`config.mk`:
```
export PLATFORM = sky130hd
export DESIGN_NAME = fetch_redirect_ctrl
export DESIGN_NICKNAME = d
export VERILOG_FILES = /design/src/rtl/cpu_pkg.sv /design/src/rtl/npc_target.sv /design/src/rtl/fetch_redirect_ctrl.sv
export SDC_FILE = /design/constraint.sdc
export NUM_CORES = 1
export LEC_CHECK = 0
export CAP_MARGIN = 0
export CORE_UTILIZATION = 35
export CTS_BUF_LIST = sky130_fd_sc_hd__clkbuf_8
export CTS_CLUSTER_DIAMETER = 50
export DETAILED_ROUTE_END_ITERATION = 7
export HOLD_SLACK_MARGIN = 0.15
export PLACE_DENSITY = 0.63
export SLEW_MARGIN = 15
export SYNTH_ARGS = -nofsm -noshare
export SYNTH_HDL_FRONTEND = slang
export SYNTH_SLANG_ARGS = --single-unit
```
`constraint.sdc`:
```
create_clock -name clk -period 3.4 [get_ports clk]
set_input_delay 0.34 -clock clk [delete_from_list [all_inputs] [get_ports clk]]
set_output_delay 0.34 -clock clk [all_outputs]
set_load 0.01 [all_outputs]
```
`src/rtl/cpu_pkg.sv`:
```
// Shared definitions for the MIPS fetch front end: FSM encoding, reset vector,
// redirect kinds and the control-transfer opcodes decoded in D.
package cpu_pkg;

  typedef enum logic [0:0] {
    S_FETCH = 1'b0,
    S_HOLD  = 1'b1
  } fetch_state_e;

  typedef enum logic [1:0] {
    REDIR_NONE = 2'd0,
    REDIR_BR   = 2'd1,
    REDIR_J    = 2'd2,
    REDIR_JR   = 2'd3
  } redir_kind_e;

  localparam logic [31:0] RESET_PC_DEFAULT = 32'h0000_3000;

  localparam logic [5:0] OP_SPECIAL = 6'h00;
  localparam logic [5:0] OP_J       = 6'h02;
  localparam logic [5:0] OP_JAL     = 6'h03;
  localparam logic [5:0] OP_BEQ     = 6'h04;
  localparam logic [5:0] OP_BNE     = 6'h05;

endpackage

```
`src/rtl/npc_target.sv`:
```
// Combinational redirect-target generator for the D-stage control transfer;
// jr outranks j, which outranks a taken conditional branch.
module npc_target
  import cpu_pkg::*;
(
  input  logic        d_branch,
  input  logic        cmp_jump,
  input  logic [31:0] d_pc,
  input  logic [15:0] d_imm16,
  input  logic        d_j,
  input  logic [25:0] d_index,
  input  logic        d_jr,
  input  logic [31:0] d_rs_val,
  output redir_kind_e kind,
  output logic [31:0] target
);

  logic [31:0] pc4;
  logic [31:0] br_tgt;
  logic [31:0] j_tgt;
  logic [31:0] jr_tgt;

  // Branch and jump targets are relative to the delay-slot address.
  assign pc4    = d_pc + 32'd4;
  assign br_tgt = pc4 + {{14{d_imm16[15]}}, d_imm16, 2'b00};
  assign j_tgt  = {pc4[31:28], d_index, 2'b00};
  assign jr_tgt = d_rs_val & 32'hFFFF_FFFC;

  always_comb begin
    kind   = REDIR_NONE;
    target = br_tgt;
    if (d_jr) begin
      kind   = REDIR_JR;
      target = jr_tgt;
    end else if (d_j) begin
      kind   = REDIR_J;
      target = j_tgt;
    end else if (d_branch && cmp_jump) begin
      kind   = REDIR_BR;
      target = br_tgt;
    end
  end

endmodule

```
`src/rtl/fetch_redirect_ctrl.sv`:
```
// IF-stage sequencer: owns the PC, runs the imem handshake, parks a returned
// word during a stall, and applies D-stage redirects after the delay slot.
module fetch_redirect_ctrl
  import cpu_pkg::*;
#(
  parameter logic [31:0] RESET_PC = RESET_PC_DEFAULT
) (
  input  logic        clk,
  input  logic        reset,
  input  logic        stall,
  input  logic        d_branch,
  input  logic        cmp_jump,
  input  logic [31:0] d_pc,
  input  logic [15:0] d_imm16,
  input  logic        d_j,
  input  logic [25:0] d_index,
  input  logic        d_jr,
  input  logic [31:0] d_rs_val,
  output logic        imem_req,
  output logic [31:0] imem_addr,
  input  logic        imem_ready,
  input  logic [31:0] imem_rdata,
  output logic        f_fire,
  output logic [31:0] f_pc,
  output logic [31:0] f_instr
);

  fetch_state_e state_q, state_d;
  logic [31:0]  pc_q, pc_d;
  logic         pend_v_q, pend_v_d;
  logic [31:0]  pend_tgt_q, pend_tgt_d;
  logic [31:0]  held_q, held_d;

  redir_kind_e  redir_kind;
  logic [31:0]  target_now;
  logic         redir_now;

  npc_target u_npc_target (
    .d_branch (d_branch),
    .cmp_jump (cmp_jump),
    .d_pc     (d_pc),
    .d_imm16  (d_imm16),
    .d_j      (d_j),
    .d_index  (d_index),
    .d_jr     (d_jr),
    .d_rs_val (d_rs_val),
    .kind     (redir_kind),
    .target   (target_now)
  );

  assign redir_now = ~stall & (redir_kind != REDIR_NONE);
  assign imem_addr = pc_q;
  assign f_pc      = pc_q;

  always_comb begin
    state_d    = state_q;
    pc_d       = pc_q;
    pend_v_d   = pend_v_q;
    pend_tgt_d = pend_tgt_q;
    held_d     = held_q;
    imem_req   = 1'b0;
    f_fire     = 1'b0;
    f_instr    = imem_rdata;

    unique case (state_q)
      S_FETCH: begin
        imem_req = 1'b1;
        if (imem_ready && !stall) begin
          f_fire = ~reset;
        end else if (imem_ready && stall) begin
          held_d  = imem_rdata;
          state_d = S_HOLD;
        end
      end
      S_HOLD: begin
        f_instr = held_q;
        if (!stall) begin
          f_fire  = ~reset;
          state_d = S_FETCH;
        end
      end
      default: state_d = S_FETCH;
    endcase

    // The instruction leaving F is the delay slot whenever a redirect is live.
    if (f_fire) begin
      pend_v_d = 1'b0;
      if (redir_now)     pc_d = target_now;
      else if (pend_v_q) pc_d = pend_tgt_q;
      else               pc_d = pc_q + 32'd4;
    end else if (redir_now) begin
      pend_v_d   = 1'b1;
      pend_tgt_d = target_now;
    end
  end

  always_ff @(posedge clk) begin
    if (reset) begin
      state_q    <= S_FETCH;
      pc_q       <= RESET_PC;
      pend_v_q   <= 1'b0;
      pend_tgt_q <= '0;
      held_q     <= '0;
    end else begin
      state_q    <= state_d;
      pc_q       <= pc_d;
      pend_v_q   <= pend_v_d;
      pend_tgt_q <= pend_tgt_d;
      held_q     <= held_d;
    end
  end

endmodule

```
# Yosys cells after proc, flatten, opt, wreduce, memory -nomap -nowiden

Cells that the tools add are included.
W data, S select, Z words.

ROM bits: 0
Word-level logic and storage cells: 38
Memories: 0
Latch bits: 0
Input bits: 146
Bits in registers: 98
Memory bits (writable): 0

Shift operators: 0
Equal/unequal tests: 0
$add $sub $neg: 3
Mux-type cells: 16
Reduce and logical (&&, ||, !) cells: 8
$mul: 0
Divide/modulo/power cells: 0
Bitwise operators: 6
Magnitude comparators: 0

Operator list:

| cell                    | count |
|---|---|
| $mux W32                | 5 |
| $add A32 B3 Y32 const B | 2 |
| $add A32 B32 Y32        | 1 |
| $mux W1                 | 7 |
| $not A1 Y1              | 5 |
| $mux W2                 | 2 |
| $pmux W1 S2             | 2 |
| $logic_and A1 B1 Y1     | 3 |
| $reduce_and A3 Y1       | 1 |
| $reduce_and A2 Y1       | 1 |
| $reduce_bool A2 Y1      | 1 |
| $reduce_or A2 Y1        | 1 |
| $and A1 B1 Y1           | 1 |
| $logic_not A1 Y1        | 1 |

# Logic depth before layout (Yosys ltp)

Gate-level depths: netlist of run 1.

Depth in word-level cells: 7
Depth in mapped cells: 17

# By module

From an unflattened synthesis of run 1, not the netlist that was laid out.

Cell total of the unflattened synthesis: 1079
Area total of the unflattened synthesis: 7947.6 sq um

Modules (own cells, without submodules):

| module              | times used | area an instance (sq um) | sequential area each (sq um) | cells each |
|---|---|---|---|---|
| fetch_redirect_ctrl | 1          | 5111.2                   | 1961.9                       | 676 |
| npc_target          | 1          | 2836.5                   | 0.0                          | 403 |

# Least setup slack after synthesis of run 1

No wires, ideal clock.

Path kind: input to register
From: input d_pc[2]
To: register pc_q[31] (netlist: f_pc[31])
Stages: 15
Data arrival time: 3.477 ns
Buffers on the path: 0
Data required time: 3.280 ns
Setup time: 0.120 ns
Path slack: -0.196 ns
Path through: and2_0 > nor3b_1 > and2_1 > nand3_1 > xnor2_1 > ha_1 > nand2_1 > o21ai_0 > nor3_1 > o21ai_0 > o21ai_2 > mux2_4 > a2111oi_4 > nor2_1 > o31a_1

Longest elaborated chain between the ends: 5

RTL lines:

| item                   | RTL line                   | RTL |
|---|---|---|
| start: declaration     | fetch_redirect_ctrl.sv:13  | `input logic [31:0] d_pc,` |
| $add A32 B3 Y32 *      | npc_target.sv:24           | `assign pc4 = d_pc + 32'd4;` |
| $add A32 B32 Y32       | npc_target.sv:25           | `assign br_tgt = pc4 + {{14{d_imm16[15]}}, d_imm16, 2'b00};` |
| $mux W32 *             | npc_target.sv:35           | `end else if (d_j) begin` |
| $mux W32 *             | npc_target.sv:32           | `if (d_jr) begin` |
| $mux W32 *             | fetch_redirect_ctrl.sv:88  | `if (redir_now) pc_d = target_now;` |
| end signal: assignment | fetch_redirect_ctrl.sv:106 | `pc_q <= pc_d;` |
| end: declaration       | fetch_redirect_ctrl.sv:29  | `logic [31:0] pc_q, pc_d;` |

Mark *: on every way between the ends. The rest lies on a longest branch, timed or not.
A chain may end at the register's enable or synchronous reset.

# Worst setup path after layout of run 1

From: input d_pc[4]
To: register pc_q[31] (netlist: f_pc[31])

Same word-level chain as after synthesis.

==> results_dict.tcl, run 1 <==
set metrics [dict create \
    final_net_count 1636 \
    rrSetupSlack_ns 0.91 \
    syn_area_per_cell_um2 7.25 \
    setup_slack_ns 0.0529 \
    postPlaceCellArea_um2 11600 \
    cp_data_arrival_time_ns 3.61 \
    critical-path-top-delay-family "simple AND/OR/NAND/NOR gates" \
    cp_max_fo 4 \
    vias 9319 \
    yosysSeqAreaShare_pct 24.6 \
    finalClockSkew_ns 0.0123 \
    mostFrequentLayoutCell "clkdlybuf4s50_1" \
    final_util_pct 55.8 \
    synthesis.nets 1285 \
    maxCapViolCount 0 \
    cts_buffers 9 \
    hold_viol_final 0 \
    die_area_um2 23400 \
    synth.distinct_cells 72 \
    synth_area_um2 7990 \
    wire_per_inst_um 16.6 \
    r2r_cells 9 \
    fillCellCount 2044 \
    grt_use_total_pct 24.1 \
    cp_data_required_time_ns 3.66 \
    worst_slew_pin_slew_ns 0.774 \
    status "completed" \
    clock_sinks 98 \
    final_cell_mix "clkdlybuf4s50_1, buf_4, nand2_1, nor2_1, dfxtp_1" \
    die_x_um 153 \
    path_class "input pin to register" \
    slew_headroom_pct 48.3 \
    syn_to_final_growth_pct 54.3 \
    overflow 0 \
    drt-pass1-iter-count 6 \
    antenna_found_initial 2 \
    drive_gt1_share_pct 23.3 \
    cts_tree "done" \
    drt_iter0_drc 519 \
    routed_wl_um 28800 \
    core_area_um2 22100 \
    p_total_uw 3680 \
    placement_rows 54 \
    grt_pass1_wl_um 45300 \
    finalInstanceArea_um2 12300 \
    ant_nets 0 \
    synth-edff-count 0 \
    synth-seq-cells 98 \
    endpoint "f_pc[31]" \
    synth_xor_area_share_pct 7.57 \
    post-dp-hpwl_um 22600 \
    start_util_pct 36.2 \
    cts-root-buf "clkbuf_8" \
    ys.flop_type "dfxtp_1" \
    port_buffers 241 \
    grt_pass1_vias 8754 \
    async_flop_share_pct 0 \
    vdd_drop_max_uv 177 \
    crit_buf_inv 1 \
    r2r-end "f_pc[29]" \
    hp-class "register to register" \
    power_density_nw_per_um2 299 \
    drc_errors 0 \
    cpPeakStageDelay_ns 0.39 \
    clkSlewWorstSetupHoldPaths_ns 0.10 \
    synth_compound_area_share_pct 24.0 \
    final-setup-viol-count 0 \
    max_clock_freq_ghz 0.299 \
    gp_congestion 0.891 \
    rsz0062_at_grt "true" \
    synth_top_family_by_area "simple AND/OR/NAND/NOR gates" \
    slew_viol_final 0 \
    yosys_warnings 0 \
    path_depth 16 \
    path_cells "clkbuf_2 -> and4_1 -> and3_4 -> and4_4 -> nand3_2 -> xnor2_2 -> ha_4 -> nand2_2 -> nor3_2 -> nand3_2 -> a2111oi_4 -> o21ai_2 -> mux2_4 -> a2111oi_4 -> nor2_1 -> o31a_1" \
    clk-insertion-delay-late_ns 0.37 \
    cp-startpoint "d_pc[4]" \
    fin_crit_ns 3.35 \
    clockBufferDepth 2 \
    synthAdderAreaFrac_pct 5.89 \
    vias_per_cell 5.36 \
    leakagePower_uw 0.00486 \
    synthSimpleGateAreaFrac_pct 24.9 \
    worst_setup_path_start_kind "input pin" \
    ios 244 \
    place_ws_ns -0.850 \
    critPathCaptureType "register" \
    ctsHoldBuffers 0 \
    die_h_um 153 \
    synth_mux_area_share_pct 6.09 \
    r2r-start "f_pc[14]" \
    worst_path_max_delay_cell "a2111oi_4" \
    grt_start_max_net_pins 57 \
    synthCells 1102 \
    period_share_pct 98.4 \
    cts_max_level 3 \
]
## state kept, by name, indices dropped and copies added, names as in the netlist
name        count
f_pc           32
held_q         32
pend_tgt_q     32
state_q         1
pend_v_q        1
## metrics by stage
stage | hold slack [ns] | instances | TNS (ns)
2_1_floorplan | 0.432 | 1102 | 0
3_3_place_gp | 0.439 | 1705 | -20.00
3_5_place_dp | 0.446 | 1705 | -21.85
4_1_cts | 0.459 | 1733 | 0
5_1_grt | 0.473 | 1738 | -0.0668
6_report | 0.458 | 1739 | 0
## worst min path at each step
| stage | startpoint | end | slack [ns] | cells after the start |
|---|---|---|---|---|
| floorplan | pend_tgt_q[16] | pend_tgt_q[16] | 0.43 | 2 |
| global placement | held_q[0] | held_q[0] | 0.44 | 2 |
| detailed placement | pend_tgt_q[15] | pend_tgt_q[15] | 0.45 | 2 |
| CTS | pend_tgt_q[15] | pend_tgt_q[15] | 0.46 | 2 |
| global route | pend_tgt_q[15] | pend_tgt_q[15] | 0.47 | 2 |
| finish | pend_tgt_q[15] | pend_tgt_q[15] | 0.46 | 2 |
## Yosys cell counts (3+ instances only)
cell / number / area (um^2)
nand2_1: 184 / 691
nor2_1: 107 / 402
a21oi_1: 100 / 500
dfxtp_1: 98 / 1960
o21ai_0: 67 / 335
clkbuf_1: 61 / 229
xnor2_1: 41 / 359
nand3_1: 38 / 190
ha_1: 36 / 450
mux2_2: 33 / 372
buf_4: 32 / 240
nand4_1: 28 / 175
nor3_1: 28 / 140
xor2_1: 28 / 245
a211oi_1: 24 / 180
inv_1: 16 / 60.1
o211ai_1: 16 / 120
and3_1: 11 / 68.8
mux2i_1: 10 / 100
a21o_1: 9 / 67.6
nor3b_1: 9 / 67.6
o21a_1: 9 / 67.6
and4_1: 8 / 70.1
o22ai_1: 7 / 43.8
a31oi_1: 6 / 37.5
a32oi_1: 6 / 52.6
buf_1: 6 / 22.5
o21bai_1: 6 / 45.0
and2_1: 5 / 31.3
nand2b_1: 4 / 25.0
o221ai_1: 4 / 35.0
a2111oi_0: 3 / 26.3
a21o_2: 3 / 26.3
a311oi_1: 3 / 26.3
a31o_2: 3 / 26.3
nor2b_1: 3 / 18.8
nor4_1: 3 / 18.8
o211a_1: 3 / 30.0
or3_1: 3 / 18.8
## timing repair
| item | CTS | global route |
|---|---|---|
| buffers inserted | 12 | 6 |
| resized for setup | 70 | 58 |
| setup endpoints to repair | 33 | 33 |
| pin swaps | 41 | 31 |
## where the power goes
group	switching (uW)	internal [uW]
Clock	441	424
Combinational	722	798
Sequential	75.7	1220
Total	1240	2440
## area by class of cell
cell class / count / area, um^2 / share of cell area (%)
sequential: 98 / 1960 / 15.9
antenna: 1 / 2.50 / 0.0203
tap: 280 / 350 / 2.84
multi-input combinational: 886 / 5820 / 47.2
inverter: 18 / 67.6 / 0.548
clock buffer: 9 / 124 / 1.01
clock inverter: 7 / 103 / 0.833
timing repair buffer: 440 / 3890 / 31.6
## worst reg2reg max path: stages (launching register included)
cell	delay (ns)
dfxtp_1	0.51
and4_1	0.34
and4_1	0.35
nand4_1	0.19
nor3b_1	0.34
xor2_1	0.20
nor2_1	0.05
o31ai_1	0.23
a31oi_1	0.06
nor3_1	0.15
## routing by layer
layer	global-route usage [%]	part of all wire, %
met5	0	0
met4	6.01	1.8
met3	2.92	5.2
met2	40.6	47
met1	32.4	46
## cells by family (layout without fill, tap and decap cells)
logic type	count (synthesis)	in the layout
AO/OA/AOI/OAI	296	296
XOR/XNOR	69	69
adder cells (fa/ha/maj)	37	37
buffers and inverters	118	474
flip-flops	98	98
multiplexers	44	44
other	0	1
AND/OR/NAND/NOR	440	440
(Power assumes the default switching activity.)
==> run 2: changes to the inputs <==
--- a/config.mk
+++ b/config.mk
@@ -11,7 +11,7 @@
 export CTS_CLUSTER_DIAMETER = 50
 export DETAILED_ROUTE_END_ITERATION = 7
 export HOLD_SLACK_MARGIN = 0.15
-export PLACE_DENSITY = 0.63
+export PLACE_DENSITY = 0.61
 export SLEW_MARGIN = 15
 export SYNTH_ARGS = -nofsm -noshare
 export SYNTH_HDL_FRONTEND = slang
==> constraint.sdc (replaced) <==
create_clock -name clk -period 3.2 [get_ports clk]
set_input_delay 0.32 -clock clk [delete_from_list [all_inputs] [get_ports clk]]
set_output_delay 0.32 -clock clk [all_outputs]
set_load 0.01 [all_outputs]
==> run 2 against run 1 <==
Core utilization is 0.61 points higher. The run now ends with setup timing left. Total power is 5.0% higher. Non-clock buffer count grew 16. Register-to-register slack got worse by 0.18 ns.
==> results_dict.tcl, run 2 (same netlist as run 1, synthesis figures left out) <==
set metrics [dict create \
    final-setup-viol-count 4 \
    finalInstanceArea_um2 12500 \
    critical-path-top-delay-family "compound AO/OA/AOI/OAI gates" \
    final_util_pct 56.4 \
    clk-insertion-delay-late_ns 0.39 \
    worst_slew_pin_slew_ns 0.822 \
    vias_per_cell 5.25 \
    grt_start_max_net_pins 37 \
    fin_crit_ns 3.29 \
    setup_slack_ns -0.0865 \
    clkSlewWorstSetupHoldPaths_ns 0.10 \
    cts_tree "done" \
    finalClockSkew_ns 0.0160 \
    cp_data_required_time_ns 3.48 \
    power_density_nw_per_um2 310 \
    cts_buffers 9 \
    rsz0062_at_grt "true" \
    maxCapViolCount 0 \
    die_h_um 153 \
    hold_viol_final 0 \
    drc_errors 0 \
    mostFrequentLayoutCell "clkdlybuf4s50_1" \
    routed_wl_um 29200 \
    vdd_drop_max_uv 203 \
    core_area_um2 22100 \
    gp_congestion 0.922 \
    path_class "input pin to register" \
    die_area_um2 23400 \
    drt-pass1-iter-count 5 \
    cp_data_arrival_time_ns 3.56 \
    violations "setup timing" \
    slew_viol_final 0 \
    worst_setup_path_start_kind "input pin" \
    cts-root-buf "clkbuf_8" \
    grt_pass1_wl_um 45000 \
    grt_pass1_vias 8459 \
    ctsHoldBuffers 0 \
    placement_rows 54 \
    clockBufferDepth 2 \
    slew_headroom_pct 45.0 \
    post-dp-hpwl_um 22500 \
    final_cell_mix "clkdlybuf4s50_1, buf_4, nand2_1, nor2_1, dfxtp_1" \
    port_buffers 241 \
    status "finished with violations" \
    postPlaceCellArea_um2 11600 \
    drive_gt1_share_pct 25.6 \
    max_clock_freq_ghz 0.304 \
    clock_sinks 98 \
    path_cells "buf_6 -> and4_1 -> and3_4 -> buf_6 -> nand3_4 -> xnor2_2 -> ha_1 -> nand2_2 -> o211ai_1 -> o211ai_1 -> buf_4 -> a2111oi_4 -> o21ai_2 -> buf_4 -> a31o_4 -> a2111oi_4 -> nor2_1 -> o31a_1" \
    syn_to_final_growth_pct 56.0 \
    period_share_pct 103 \
    critPathCaptureType "register" \
    antenna_found_initial 2 \
    overflow 0 \
    die_x_um 153 \
    ios 244 \
    hp-class "input pin to register" \
    cp_max_fo 3 \
    wire_per_inst_um 16.6 \
    vias 9219 \
    leakagePower_uw 0.00491 \
    drt_iter0_drc 698 \
    grt_use_total_pct 24.0 \
    crit_buf_inv 4 \
    ant_nets 0 \
    cts_max_level 3 \
    tns_ns -0.145 \
    worst_path_max_delay_cell "a2111oi_4" \
    start_util_pct 36.2 \
    fillCellCount 2079 \
    final_net_count 1652 \
    cpPeakStageDelay_ns 0.40 \
]
==> run 2: changes by cell type in the layout (fill, tap and decap cells not counted), moves of 4 or more <==
| cell | change |
|---|---|
| a21oi_1 | -5 |
| a21oi_2 | +6 |
| buf_2 | +6 |
| buf_4 | +18 |
| clkbuf_2 | -7 |
| clkdlybuf4s15_1 | +4 |
| dlygate4sd2_1 | -4 |
| o21ai_2 | +4 |
==> run 2: path summary, 6_finish.rpt <==
check / from / endpoint / slack [ns] / cells past startpoint
max: d_pc[4] / f_pc[31] / -0.09 / 18
min: reset / pend_tgt_q[27] / 0.45 / 3
max reg2reg: f_pc[15] / f_pc[30] / 0.73 / 9
min reg2reg: held_q[20] / held_q[20] / 0.46 / 2
==> run 2: metal layers <==
layer	track usage [%]	wire [um]	vias up
met5	0	0	-
met3	3.43	1780	35
met2	39.4	13500	319
li1	-	-	4643
met4	6.11	518	0
met1	32.7	13400	4222
==> run 2: worst reg2reg max path, stage by stage, from the launching register on <==
cell      delay (ns)
dfxtp_1         0.52
and4_1          0.33
and4_1          0.36
nand4_1         0.18
nor2_1          0.25
nand2_1         0.11
xor2_1          0.14
o21ai_0         0.20
a32oi_1         0.08
a211oi_1        0.21
==> run 2: where the power goes <==
group / switching (uW) / leakage [uW] / internal, uW
registers: 77.0 / 0.000804 / 1300
clock network: 492 / 0.000101 / 322
logic: 793 / 0.00400 / 882
==> run 2: area by class of cell <==
cell class                 instances  area [um^2]  share of cell area, %
antenna                            1         2.50                 0.0201
clock buffer                      10          138                   1.10
clock inverter                     6         57.6                  0.462
inverter                          18         67.6                  0.542
multi-input combinational        886         5870                   47.1
sequential                        98         1960                   15.7
tap                              280          350                   2.81
timing repair buffer             456         4010                   32.2
==> run 2: what timing repair did <==
action                                  CTS  global route
hold endpoints to repair                  0             0
pin swaps                                52            50
endpoints found under the setup margin   40            30
resized for setup                        91            56
buffers inserted                         33            10
==> run 2: through the flow <==
step	power (uW)	instances	hold WS, ns	setup slack (ns)
floorplan	2150	1102	0.432	-0.0379
global placement	2940	1696	0.439	-0.913
detailed placement	2950	1696	0.444	-0.919
CTS	3820	1745	0.428	-0.0359
global route	4080	1754	0.451	-0.212
finish	3870	1755	0.451	-0.0865
